[src/rtl/pipelined_adder_if.sv]
// Handshake bundle for pipelined_adder: operand side (a, b, in_valid/in_ready)
// and result side (c, out_valid/out_ready). When PIPELINED_ADDER_SUB_EN is
// defined the bundle also carries the per-operation subtract select.
`timescale 1ns/1ps

interface pipelined_adder_if #(
    parameter int WIDTH = 16
);
    logic [WIDTH-1:0] a;
    logic [WIDTH-1:0] b;
    logic             in_valid;
    logic             in_ready;
    logic [WIDTH:0]   c;
    logic             out_valid;
    logic             out_ready;
`ifdef PIPELINED_ADDER_SUB_EN
    logic             sub;
`endif

    // Environment view: produces operands, consumes results.
    modport master (
`ifdef PIPELINED_ADDER_SUB_EN
        output sub,
`endif
        output a, b, in_valid, out_ready,
        input  in_ready, c, out_valid
    );

    // Adder view.
    modport slave (
`ifdef PIPELINED_ADDER_SUB_EN
        input  sub,
`endif
        input  a, b, in_valid, out_ready,
        output in_ready, c, out_valid
    );
endinterface

[src/rtl/pipelined_adder.sv]
// pipelined_adder: c = a + b (WIDTH+1 bits) with the carry chain cut into
// STAGES equal chunks, one chunk resolved per register stage. The whole pipe
// advances together when the output slot is empty or being consumed, and holds
// otherwise, so back-pressure never drops or duplicates a result.
// Optional feature macro: PIPELINED_ADDER_SUB_EN adds a sub select that turns
// the operation into a + ~b + 1 (c[WIDTH] = 1 means no borrow).
`timescale 1ns/1ps

module pipelined_adder #(
    parameter int WIDTH  = 16,
    parameter int STAGES = 4
) (
    input  logic            clk,
    input  logic            rst,
    pipelined_adder_if.slave bus
);
    localparam int CW = WIDTH / STAGES;

    generate
        if (STAGES < 1 || STAGES > WIDTH || (WIDTH % STAGES) != 0) begin : g_bad_params
            $error("pipelined_adder: WIDTH must be a multiple of STAGES and 1 <= STAGES <= WIDTH");
        end
    endgenerate

    logic                          adv;
    logic                          accept;
    logic [WIDTH-1:0]              b_eff;
    logic                          cin0;

    // Stage registers: operands travel whole; stage k only reads chunk k and
    // passes the rest on, so the already-digested low chunks are dead weight.
    logic [STAGES-1:0]             valid_q;
    logic [STAGES-1:0]             carry_q;
    logic [STAGES-1:0][WIDTH-1:0]  sum_q;
    logic [STAGES-1:0][WIDTH-1:0]  op_a_q;
    logic [STAGES-1:0][WIDTH-1:0]  op_b_q;

    // What each stage would load on the next advance.
    logic [STAGES-1:0]             src_cin;
    logic [STAGES-1:0][WIDTH-1:0]  src_a;
    logic [STAGES-1:0][WIDTH-1:0]  src_b;
    logic [STAGES-1:0][WIDTH-1:0]  src_sum;
    logic [STAGES-1:0]             nxt_carry;
    logic [STAGES-1:0][WIDTH-1:0]  nxt_sum;

`ifdef PIPELINED_ADDER_SUB_EN
    // Subtract is folded in at the entry: invert b and inject a carry-in of 1.
    assign b_eff = bus.sub ? ~bus.b : bus.b;
    assign cin0  = bus.sub;
`else
    assign b_eff = bus.b;
    assign cin0  = 1'b0;
`endif

    assign adv          = !valid_q[STAGES-1] || bus.out_ready;
    assign bus.in_ready = adv && !rst;
    assign accept       = bus.in_valid && bus.in_ready;

    assign bus.out_valid = valid_q[STAGES-1];
    assign bus.c         = {carry_q[STAGES-1], sum_q[STAGES-1]};

    // Route each stage's inputs: stage 0 from the ports, stage k from stage k-1.
    always_comb begin
        src_a[0]   = bus.a;
        src_b[0]   = b_eff;
        src_sum[0] = '0;
        src_cin[0] = cin0;
        for (int k = 1; k < STAGES; k++) begin
            src_a[k]   = op_a_q[k-1];
            src_b[k]   = op_b_q[k-1];
            src_sum[k] = sum_q[k-1];
            src_cin[k] = carry_q[k-1];
        end
    end

    // Resolve chunk k of the carry chain and splice it into the partial sum.
    always_comb begin
        // NOTE: every output gets a default before the loop so no path leaves
        // a variable unassigned, which would otherwise infer a latch.
        nxt_sum   = src_sum;
        nxt_carry = '0;
        for (int k = 0; k < STAGES; k++) begin
            {nxt_carry[k], nxt_sum[k][k*CW +: CW]} =
                {1'b0, src_a[k][k*CW +: CW]} +
                {1'b0, src_b[k][k*CW +: CW]} +
                {{CW{1'b0}}, src_cin[k]};
        end
    end

    // Pipeline registers: clear on reset, shift together on advance, else hold.
    always_ff @(posedge clk) begin
        if (rst) begin
            // NOTE: data and carry registers are cleared along with the valid
            // bits so c reads 0 in the cycle after reset, not stale sums.
            valid_q <= '0;
            carry_q <= '0;
            sum_q   <= '0;
            op_a_q  <= '0;
            op_b_q  <= '0;
        end else if (adv) begin
            // NOTE: non-blocking assignments make every stage load its
            // predecessor's pre-edge value regardless of statement order.
            valid_q[0] <= accept;
            for (int k = 1; k < STAGES; k++) begin
                valid_q[k] <= valid_q[k-1];
            end
            carry_q <= nxt_carry;
            sum_q   <= nxt_sum;
            op_a_q  <= src_a;
            op_b_q  <= src_b;
        end
    end

    // The last stage's operand copies have no consumer.
    logic unused_ops;
    assign unused_ops = ^{op_a_q[STAGES-1], op_b_q[STAGES-1]};
endmodule
[src/flat_wrapper.sv]
// flat-port wrapper written by rule: the top's interface ports become plain ports
module pipelined_adder_flat 
#(
    parameter int WIDTH  = 16,
    parameter int STAGES = 4
)
  (clk, rst, bus_a, bus_b, bus_in_valid, bus_out_ready, bus_in_ready, bus_c, bus_out_valid);
  pipelined_adder_if #(.WIDTH(WIDTH)) bus_i ();
  input  logic clk;
  input  logic rst;
  input wire logic [$bits(bus_i.a)-1:0] bus_a;
  input wire logic [$bits(bus_i.b)-1:0] bus_b;
  input wire logic [$bits(bus_i.in_valid)-1:0] bus_in_valid;
  input wire logic [$bits(bus_i.out_ready)-1:0] bus_out_ready;
  output wire logic [$bits(bus_i.in_ready)-1:0] bus_in_ready;
  output wire logic [$bits(bus_i.c)-1:0] bus_c;
  output wire logic [$bits(bus_i.out_valid)-1:0] bus_out_valid;
  assign bus_i.a = bus_a;
  assign bus_i.b = bus_b;
  assign bus_i.in_valid = bus_in_valid;
  assign bus_i.out_ready = bus_out_ready;
  assign bus_in_ready = bus_i.in_ready;
  assign bus_c = bus_i.c;
  assign bus_out_valid = bus_i.out_valid;
  pipelined_adder #(.WIDTH(WIDTH), .STAGES(STAGES)) u_core (.clk(clk), .rst(rst), .bus(bus_i));
endmodule
[config.mk]
export PLATFORM = sky130hd
export DESIGN_NAME = pipelined_adder_flat
export DESIGN_NICKNAME = d
export VERILOG_FILES = /design/src/rtl/pipelined_adder_if.sv /design/src/rtl/pipelined_adder.sv /design/src/flat_wrapper.sv
export SDC_FILE = /design/constraint.sdc
export NUM_CORES = 1
export LEC_CHECK = 0
export CORE_ASPECT_RATIO = 0.8
export CORE_UTILIZATION = 49
export DETAILED_ROUTE_END_ITERATION = 8
export PLACE_DENSITY = 0.75
export SYNTH_ARGS = -nofsm -noshare
export SYNTH_HDL_FRONTEND = slang
export SYNTH_SLANG_ARGS = --single-unit
[constraint.sdc]
create_clock -name clk -period 1.4 [get_ports clk]
set_input_delay 0.14 -clock clk [delete_from_list [all_inputs] [get_ports clk]]
set_output_delay 0.14 -clock clk [all_outputs]
set_load 0.02 [all_outputs]
Word level (Yosys, flattened, before mapping)
Cells that the tools add are included.
{ "op_classes": {"n_addsub": 7, "n_reduce_logical": 5} }
{ "ops": {"columns": ["op", "n"], "rows": [
  ["$add 4x4->5", 4],
  ["$add 5x1->5", 3],
  ["$logic_and 1x1->1", 2],
  ["$logic_not 1->1", 2],
  ["$logic_or 1x1->1", 1]
]} }
{ "word_totals": {"reg_bits": 144, "in_bits": 36, "out_inout_bits": 19, "elab_cells": 24} }

Longest topological paths before layout
{ "depth": {"ltp_word": 4, "ltp_mapped": 6, "depth_no_buf": 6} }

Worst setup path after synthesis
No wires, ideal clock.
{ "synth_timing": {"kind": "reg-to-reg", "start": "register u_core.op_b_q[44] in the netlist's numbering", "end": "register u_core.sum_q, in the netlist u_core.bus.c[15]", "setup_ps": 79, "t_arrival_ps": 1389, "t_required_ps": 1321, "path_slack_ps": -68, "stages_incl_launch_ff": 5, "n_path_buf": 0, "period_less_slack_ps": 1468, "cell_sequence": "dfxtp_1 > fa_1 > a21o_1 > a2111o_1 > o211ai_1"} }
{ "synth_between": {"elab_chain_cells": 2} }
{ "synth_lines": {"columns": ["element", "line", "source"], "rows": [
  ["from (decl)", "pipelined_adder.sv:36", "logic [STAGES-1:0][WIDTH-1:0] op_b_q;"],
  ["from (signal assigned)", "pipelined_adder.sv:110", "op_b_q <= src_b;"],
  ["$add 4x4->5", "pipelined_adder.sv:84", "{1'b0, src_a[k][k*CW +: CW]} +"],
  ["$add 5x1->5", "pipelined_adder.sv:85", "{1'b0, src_b[k][k*CW +: CW]} +"],
  ["to (signal assigned)", "pipelined_adder.sv:108", "sum_q <= nxt_sum;"],
  ["to (decl)", "pipelined_adder.sv:34", "logic [STAGES-1:0][WIDTH-1:0] sum_q;"]
]} }
Every way passes these cells.
A chain may end at the register's enable or synchronous reset.

Final worst setup path
{ "layout_timing": {"start": "register u_core.carry_q[2]", "end": "register u_core.sum_q, in the netlist u_core.bus.c[13]"} }
{ "layout_between": {"elab_chain_cells": 1} }
{ "layout_lines": {"columns": ["element", "line", "source"], "rows": [
  ["from (decl)", "pipelined_adder.sv:33", "logic [STAGES-1:0] carry_q;"],
  ["from (signal assigned)", "pipelined_adder.sv:107", "carry_q <= nxt_carry;"],
  ["$add 5x1->5", "pipelined_adder.sv:85", null]
]} }
Every way passes these cells.

==> impl_metrics.env <==
export IMPL_clk_pin_slew_ns=0.09
export IMPL_core_area_sq_mm=0.007567
export IMPL_grt_max_degree=44
export IMPL_netlist_top_cells_area="dfxtp_1, nand2_1, a21oi_1"
export IMPL_fin_crit_sh_pct=107.4
export IMPL_powerDensity_mw_per_mm2=1121
export IMPL_rsz0062_at_grt="true"
export IMPL_syn_area_sq_mm=0.003914
export IMPL_start_util_pct=51.72
export IMPL_cts_root_buf="clkbuf_8"
export IMPL_hold_path_class="in2reg"
export IMPL_cp_arrival_ns=1.79
export IMPL_ys_ff_latch=96
export IMPL_insertion_delay_ns=0.36
export IMPL_cts_tree="done"
export IMPL_wl_per_cell_microns=12.87
export IMPL_grt_pass1_wl_microns=13510
export IMPL_grt_pass1_vias=2935
export IMPL_die_area_sq_mm=0.008351
export IMPL_period_needed_ns=1.503
export IMPL_seq_area_frac_synth_pct=49.10
export IMPL_antenna_found_initial=0
export IMPL_crit_required_ns=1.69
export IMPL_fmax_ghz=0.6652
export IMPL_yosysMostFrequentCell="nand2_1"
export IMPL_design_area_sq_mm=0.004936
export IMPL_peakVddDrop_uv=748.1
export IMPL_cts_max_level=3
export IMPL_io_pins=55
export IMPL_worst_pin_slew_ns=0.3854
export IMPL_outcome="finished, violations left"
export IMPL_drv_cap=0
export IMPL_placed_cell_area_sq_mm=0.004623
export IMPL_fin_skew_ns=0.01205
export IMPL_routed_wl_microns=8234
export IMPL_nets=586
export IMPL_vias=3230
export IMPL_n_antenna_cell=0
export IMPL_post_dp_hpwl_microns=5286
export IMPL_drv_slew=0
export IMPL_setup_violations=10
export IMPL_rows=28
export IMPL_slew_headroom_pct=74.31
export IMPL_crit_fanout=2
export IMPL_yosysWarnings=0
export IMPL_synth_common_cells="nand2_1, dfxtp_1, a21oi_1, buf_2, nor2_1"
export IMPL_die_height_microns=81.94
export IMPL_track_usage_pct=20.93
export IMPL_synth_top_cell_area_share_pct=49.10
export IMPL_post_route_util_pct=65.23
export IMPL_layout_drive_gt1_share_pct=13.83
export IMPL_fill_cells=675
export IMPL_hold_viol_final=0
export IMPL_syn_nets=532
export IMPL_async_reset_ff_share_pct=0
export IMPL_start_kind="flop"
export IMPL_area_growth_syn_to_layout_pct=26.12
export IMPL_synth_edf_count=0
export IMPL_synthFlopType="dfxtp_1"
export IMPL_ys_types=25
export IMPL_p_leak_nw=2.016
export IMPL_cts_buffers=9
export IMPL_synth_cells=476
export IMPL_fin_ws_ns=-0.1033
export IMPL_die_w_microns=101.9
export IMPL_avgSynthCellArea_sq_um=8.222
export IMPL_cts_sinks=96
export IMPL_overflow=0
export IMPL_failed_checks="negative setup slack"
export IMPL_drt_iter0_markers=155
export IMPL_clockBufferDepth=2
export IMPL_antenna_left=0
export IMPL_netlist_top_cell_by_area="dfxtp_1"
export IMPL_via_per_inst=5.047
export IMPL_endpoint_kind="flop"
export IMPL_post_route_drc_count=0
export IMPL_crit_type="reg2reg"
export IMPL_gp_congestion=0.8390
export IMPL_portBuffers=54
export IMPL_hold_buffers=0
export IMPL_firstDrtPassIters=6
sequential cells by signal, summed over array words and instances (netlist names):
register,cells
u_core.bus.c,16
u_core.carry_q,4
u_core.nxt_sum,24
u_core.op_a_q,24
u_core.op_b_q,24
u_core.valid_q,4
worst max-delay path: stages, from the launching register on:
cell	delay [ns]
dfxtp_2	0.35
fa_2	0.39
inv_2	0.07
fa_2	0.43
a211oi_2	0.19
cells in the final DEF, fill, tap and decap left out, types with 2 or more instances in the layout:
cell type	synthesis	layout
a211oi_1	5	3
xnor2_2	0	3
a21oi_1	87	86
nand4_1	3	3
fa_2	0	7
nor2b_1	8	6
ha_1	13	10
a211oi_2	3	5
nand2_1	166	166
a2111o_1	4	4
nor2_1	15	15
inv_6	0	2
inv_2	0	3
clkdlybuf4s50_1	0	34
ha_4	0	2
buf_12	0	4
bufinv_16	0	2
dfxtp_2	0	8
dfxtp_1	96	88
nand3b_1	4	4
buf_4	7	15
buf_6	2	5
nand3_1	6	6
dlygate4sd2_1	0	18
inv_1	12	9
o21ai_1	0	3
clkbuf_8	0	9
per-layer routing:
layer  vias up  global-route usage (%)  share of wire [%]
met2        56                   33.65                 48
li1       1658                       -                  -
met3         7                   5.021                3.8
met4         0                   6.857               0.87
met1      1509                   27.83                 48
met5         -                       0                  0
path summary, 6_finish.rpt:
kind | from | endpoint | slack (ns) | depth (start not counted)
min | rst | u_core.op_a_q[44] | 0.05 | 2
max | u_core.carry_q[2] | u_core.bus.c[13] | -0.10 | 4
min reg2reg | u_core.bus.c[0] | u_core.bus.c[0] | 0.45 | 2
max reg2reg | u_core.carry_q[2] | u_core.bus.c[13] | -0.10 | 4
cells by family (layout without fill, tap and decap cells):
logic type                 count (synthesis)  after routing  share of synthesized area (%)
AOI/OAI and AO/OA                        105            105                          15.09
xor gates and xnor gates                   4              4                         0.8950
buffers and inverters                     46            105                          6.042
DFF                                       96             96                          49.10
and+or+nand+nor                          205            205                          21.13
adders and majority gates                 20             20                          7.737
report_power, final:
part	total (mW)	switching (mW)	internal, mW
clock network	1.98	0.965	1.02
registers	2.97	0.0870	2.88
logic	0.585	0.285	0.300
total	5.53	1.34	4.20
metrics by stage:
step	setup WS [ns]	setup TNS (ns)	instances	hold slack (ns)	power, mW
2_1_floorplan	-0.006170	-0.01876	476	0.2805	3.328
3_3_place_gp	-0.2612	-11.71	622	0.4255	3.557
3_5_place_dp	-0.3526	-13.82	622	0.4286	3.578
4_1_cts	-0.09952	-0.5077	640	0.03371	5.528
5_1_grt	-0.1598	-1.170	640	0.05089	5.753
6_report	-0.1033	-0.6394	640	0.05314	5.532
timing repair:
| action | in CTS | in global routing |
|---|---|---|
| resized for setup | 38 | 16 |
| endpoints found under the setup margin | 29 | 73 |
| pin swaps | 8 | 4 |
| hold endpoints to repair | 0 | 0 |
| setup buffers | 2 | 0 |
final cells by class:
cell class                 count  area (sq um)  share of cell area, %
sequential                    96          1932                  39.14
multi-input combinational    334          1858                  37.64
timing repair buffer          77         752.0                  15.23
tap                          105         131.4                  2.662
clock buffer                  10         127.6                  2.586
clock inverter                 6         90.09                  1.825
inverter                      12         45.04                 0.9125
Power figures use the tool's default switching activity.
